<file path="src/rtl/mem_arb.sv">
// Two-port memory arbiter: instruction fetch and load/store share one memory port.
// Data wins contention until fetch has lost STARVE_LIMIT times in a row.
module mem_arb #(
  parameter int unsigned STARVE_LIMIT = 4
) (
  input  logic        clk,
  input  logic        reset,
  input  logic        i_req,
  input  logic [31:0] i_addr,
  output logic        i_gnt,
  output logic        i_rvalid,
  input  logic        d_req,
  input  logic        d_we,
  input  logic [31:0] d_addr,
  input  logic [31:0] d_wdata,
  input  logic [3:0]  d_wstrb,
  output logic        d_gnt,
  output logic        d_rvalid,
  output logic [31:0] rsp_rdata,
  output logic        mem_req,
  output logic        mem_we,
  output logic [31:0] mem_addr,
  output logic [31:0] mem_wdata,
  output logic [3:0]  mem_wstrb,
  input  logic        mem_gnt,
  input  logic        mem_rvalid,
  input  logic [31:0] mem_rdata
);

  // state | meaning
  // IDLE  | nothing outstanding, arbitrate every cycle
  // REQ   | mem_req high, waiting for mem_gnt
  // WAIT  | accepted, waiting for mem_rvalid (re-arbitrates on it)
  typedef enum logic [1:0] {S_IDLE, S_REQ, S_WAIT} state_t;

  localparam logic [3:0] LIMIT = 4'(STARVE_LIMIT);

  state_t      state_q, state_d;
  logic [3:0]  starve_q, starve_d;
  logic        owner_q, owner_d;  // 1 = data owns the outstanding transaction
  logic        mem_req_q, mem_req_d;
  logic        mem_we_q, mem_we_d;
  logic [31:0] mem_addr_q, mem_addr_d;
  logic [31:0] mem_wdata_q, mem_wdata_d;
  logic [3:0]  mem_wstrb_q, mem_wstrb_d;

  logic arb_en, win_d, win_i, rsp_valid;

  always_comb begin
    arb_en = !reset && ((state_q == S_IDLE) || ((state_q == S_WAIT) && mem_rvalid));
    win_d  = arb_en && d_req && !(i_req && (starve_q == LIMIT));
    win_i  = arb_en && i_req && !win_d;

    state_d     = state_q;
    starve_d    = starve_q;
    owner_d     = owner_q;
    mem_req_d   = mem_req_q;
    mem_we_d    = mem_we_q;
    mem_addr_d  = mem_addr_q;
    mem_wdata_d = mem_wdata_q;
    mem_wstrb_d = mem_wstrb_q;

    case (state_q)
      S_IDLE: if (win_d || win_i) state_d = S_REQ;
      S_REQ: begin
        if (mem_gnt) begin
          mem_req_d = 1'b0;
          state_d   = S_WAIT;
        end
      end
      S_WAIT: if (mem_rvalid) state_d = (win_d || win_i) ? S_REQ : S_IDLE;
      default: state_d = S_IDLE;
    endcase

    if (win_d) begin
      mem_req_d   = 1'b1;
      mem_we_d    = d_we;
      mem_addr_d  = d_addr;
      mem_wdata_d = d_wdata;
      mem_wstrb_d = d_we ? d_wstrb : 4'b0000;
      owner_d     = 1'b1;
      if (i_req) starve_d = starve_q + 4'd1;
    end else if (win_i) begin
      mem_req_d   = 1'b1;
      mem_we_d    = 1'b0;
      mem_addr_d  = i_addr;
      mem_wdata_d = 32'h0;
      mem_wstrb_d = 4'b0000;
      owner_d     = 1'b0;
      starve_d    = 4'd0;
    end
  end

  always_ff @(posedge clk) begin
    if (reset) begin
      state_q     <= S_IDLE;
      starve_q    <= 4'd0;
      owner_q     <= 1'b0;
      mem_req_q   <= 1'b0;
      mem_we_q    <= 1'b0;
      mem_addr_q  <= 32'h0;
      mem_wdata_q <= 32'h0;
      mem_wstrb_q <= 4'b0000;
    end else begin
      state_q     <= state_d;
      starve_q    <= starve_d;
      owner_q     <= owner_d;
      mem_req_q   <= mem_req_d;
      mem_we_q    <= mem_we_d;
      mem_addr_q  <= mem_addr_d;
      mem_wdata_q <= mem_wdata_d;
      mem_wstrb_q <= mem_wstrb_d;
    end
  end

  // Responses outside WAIT belong to no live transaction and are dropped.
  assign rsp_valid = !reset && (state_q == S_WAIT) && mem_rvalid;
  assign i_rvalid  = rsp_valid && !owner_q;
  assign d_rvalid  = rsp_valid && owner_q;
  assign rsp_rdata = rsp_valid ? mem_rdata : 32'h0;
  assign i_gnt     = win_i;
  assign d_gnt     = win_d;

  assign mem_req   = mem_req_q;
  assign mem_we    = mem_we_q;
  assign mem_addr  = mem_addr_q;
  assign mem_wdata = mem_wdata_q;
  assign mem_wstrb = mem_wstrb_q;

endmodule
</file>
<file path="config.mk">
export PLATFORM = sky130hd
export DESIGN_NAME = mem_arb
export DESIGN_NICKNAME = d
export VERILOG_FILES = /design/src/rtl/mem_arb.sv
export SDC_FILE = /design/constraint.sdc
export NUM_CORES = 1
export LEC_CHECK = 0
export CAP_MARGIN = 15
export CORE_MARGIN = 8
export CORE_UTILIZATION = 33
export DETAILED_ROUTE_END_ITERATION = 16
export GPL_TIMING_DRIVEN = 0
export PLACE_DENSITY = 0.8
export SETUP_SLACK_MARGIN = 0.05
export SYNTH_ARGS = -nofsm -noshare
export SYNTH_HDL_FRONTEND = slang
export SYNTH_SLANG_ARGS = --single-unit
</file>
<file path="constraint.sdc">
create_clock -name clk -period 1.9 [get_ports clk]
set_clock_uncertainty 0.05 [all_clocks]
set_input_delay 0.38 -clock clk [delete_from_list [all_inputs] [get_ports clk]]
set_output_delay 0.38 -clock clk [all_outputs]
set_load 0.1 [all_outputs]
</file>
==> flow_metrics.tcl <==
set metrics [dict create \
    failed_checks "negative setup slack" \
    synth.distinct_cells 31 \
    crit_arrival_ps 1750 \
    clk_latency_ps 340 \
    htreeDepth 3 \
    die-height_um 113 \
    p_sw_frac 0.401 \
    placementRows 35 \
    cts_buffers 9 \
    die_area_um2 12900 \
    hold_class "in2reg" \
    ys_seq_area_frac 0.492 \
    tightest_slew_ps 584 \
    grt_max_degree 15 \
    cts_tree "yes" \
    startpoint_type "flop" \
    crit_fanout 2 \
    grt_pass1_wl_um 23500 \
    status "complete, but fails checks" \
    synth_flop_cell "dfxtp_1" \
    peakVddDrop_uv 498 \
    cts_root_buffer "clkbuf_8" \
    drv_cap 0 \
    period_needed_ps 2180 \
    dp_hpwl_um 11000 \
    drc 0 \
    io_pins 245 \
    place.gp.congestion 0.879 \
    cp_cell_sequence "inv_2 -> ha_4 -> nand4b_1 -> buf_4 -> and4_4 -> clkbuf_16 -> buf_16" \
    ys_warn_count 0 \
    p_int_mw 3.18 \
    drt_pre_antenna_iters 4 \
    ff2ff_setup_slack_ps 0 \
    drtIter0Drc 168 \
    worst-path-buf-inv 4 \
    numClockSinks 77 \
    cts.clk_slew.worst_paths_ps 80 \
    crit_type "reg2out" \
    syn_area_per_cell_um2 8.89 \
    power_switching_mw 2.13 \
    cp-end-kind "output port" \
    pwr-share-clk 0.264 \
    setup_ws_ps -276 \
    syn_area_um2 3130 \
    grt_setup_unrepaired "yes" \
    syn_inst 352 \
    cp_top_family "buffers and inverters" \
    initial_core_util 0.339 \
    required_ps 1470 \
    hold_violations 0 \
    dp_slack_ps -1560 \
    maxSlewViolCount 0 \
    vias 3848 \
    fmax_mhz 460 \
    seq_power_share 0.346 \
    antenna_found_initial 1 \
    core_um2 9240 \
    post-route-period-util 1.15 \
    leakage_nw 2.73 \
    via_per_inst 5.03 \
    grt.overflow.total 0 \
    p_comb_frac 0.390 \
    power_mw 5.31 \
    ys_ff_latch 77 \
    wirelength_um 16100 \
    worst_path_largest_cell_delay_ps 340 \
    relSlewSlack 0.613 \
    syn_nets 493 \
    die_w_um 113 \
    grt_pass1_vias 4071 \
    crit_slowest_cell "dfxtp_2" \
    io_buffers 244 \
    grtUsageTotal 0.232 \
    area_growth_pct 122 \
    powerDensity_nw_per_um2 765 \
    synthArstFlopShare 0 \
    final_nets 771 \
    clockBufferDepth 2 \
    setup_viol 34 \
    detail-route-antenna-nets 0 \
    drive_gt1_frac 0.375 \
    hold_ws_ps 414 \
    wl_per_cell_um 21.0 \
    synth-edff-count 0 \
    fillers 584 \
]
-- stage by stage --
step	std cells	util	setup TNS [ps]	cell area, um^2
after detailed placement	725	0.632	-82570	5840
after global routing	764	0.750	-5330	6930
after floorplan	352	-	-132	3230
after CTS	757	0.733	-3190	6780
after global placement	725	0.632	-78610	5840
final	765	0.750	-3450	6930
-- layout make-up --
| cell class | count | area [um^2] | share of cell area |
|---|---|---|---|
| Timing Repair Buffer | 267 | 3120 | 0.449 |
| Multi-Input combinational cell | 244 | 1630 | 0.234 |
| Sequential cell | 77 | 1550 | 0.223 |
| Buffer | 27 | 244 | 0.0352 |
| Tap cell | 129 | 161 | 0.0233 |
| Clock buffer | 10 | 128 | 0.0184 |
| Clock inverter | 6 | 93.8 | 0.0135 |
| Inverter | 4 | 15.0 | 0.00217 |
| Antenna cell | 1 | 2.50 | 0.000361 |
-- worst register-to-register path, stage by stage (launching register included) --
cell	delay [ps]
dfxtp_2	340
inv_2	80
ha_4	140
nand4b_1	170
buf_4	190
and4_4	180
buf_4	150
buf_12	140
clkbuf_16	150
a22o_1	230
-- final timing paths --
check	start	to	depth (start not counted)
setup / recovery	starve_q[0]$_SDFFE_PP0P_	d_gnt	7
hold / removal	reset	state_q[0]$_SDFFE_PP0P_	2
setup reg to reg	starve_q[0]$_SDFFE_PP0P_	mem_wdata[6]$_SDFFE_PP0P_	9
hold reg to reg	mem_req$_SDFFE_PP0P_	mem_req$_SDFFE_PP0P_	2
-- placed cells by master, fill, tap and decap left out, types with 3 or more instances in the layout --
master             n
dfxtp_2            3
clkdlybuf4s15_2   71
buf_2              6
nor2_1             6
dfxtp_1           73
and2_4            34
clkdlybuf4s50_1  134
buf_12            36
buf_8             10
a21oi_1           50
o21ai_1            5
a32oi_1            4
o21ai_0           28
a22o_1            33
a21oi_2           17
nand2_1           35
clkbuf_1           5
clkbuf_2           6
buf_4             19
clkbuf_8           9
nand3_1            5
-- routing by layer --
metal  track usage  part of all wire
met5             0                 0
met4        0.0675             0.016
met3        0.0734             0.073
met2         0.421              0.53
met1         0.253              0.39
-- repair_timing --
| item | in CTS | in global routing |
|---|---|---|
| hold buffers | 0 | 0 |
| setup buffers | 12 | 7 |
| pin swaps | 31 | 7 |
| gates cloned | 4 | 1 |
| resized for setup | 583 | 35 |
| endpoints found under the setup margin | 169 | 100 |
-- power groups by stage --
stage	sequential (mW)	combinational, mW	clock (mW)
after CTS	1.83	2.01	1.42
after global placement	1.85	1.93	0
after detailed placement	1.86	1.95	0
after floorplan	2.77	0.369	0
after global routing	1.85	2.14	1.49
final	1.83	2.07	1.40
-- state kept, by name, indices dropped and copies added, names as in the netlist --
| signal | count |
|---|---|
| mem_wstrb | 4 |
| state_q | 2 |
| mem_wdata | 32 |
| mem_req | 1 |
| mem_addr | 32 |
| owner_q | 1 |
| starve_q | 4 |
| mem_we | 1 |
-- synth_stat cells (2+ instances only) --
library cell	n	area [um^2]
clkbuf_1	16	60.1
dfxtp_1	77	1540
ha_1	2	25.0
nand4b_1	2	17.5
inv_1	4	15.0
a21oi_1	57	285
nand3_1	5	25.0
and3_1	2	12.5
o21ai_0	28	140
and2_1	34	213
a21oi_2	10	87.6
nor2b_1	3	18.8
a22o_1	33	289
buf_6	2	22.5
o31ai_1	2	15.0
nor2_1	9	33.8
a32oi_1	4	35.0
nand2_1	36	135
buf_2	10	50.1
o21ai_1	5	25.0
-- logic make-up after synthesis --
family                     count (synthesis)  synth area share
DFF                                       77             0.492
and+or+nand+nor                           99             0.165
AOI/OAI and AO/OA                        142             0.288
adders and majority gates                  2           0.00799
buffers and inverters                     32            0.0472
Power figures use the tool's default switching activity.
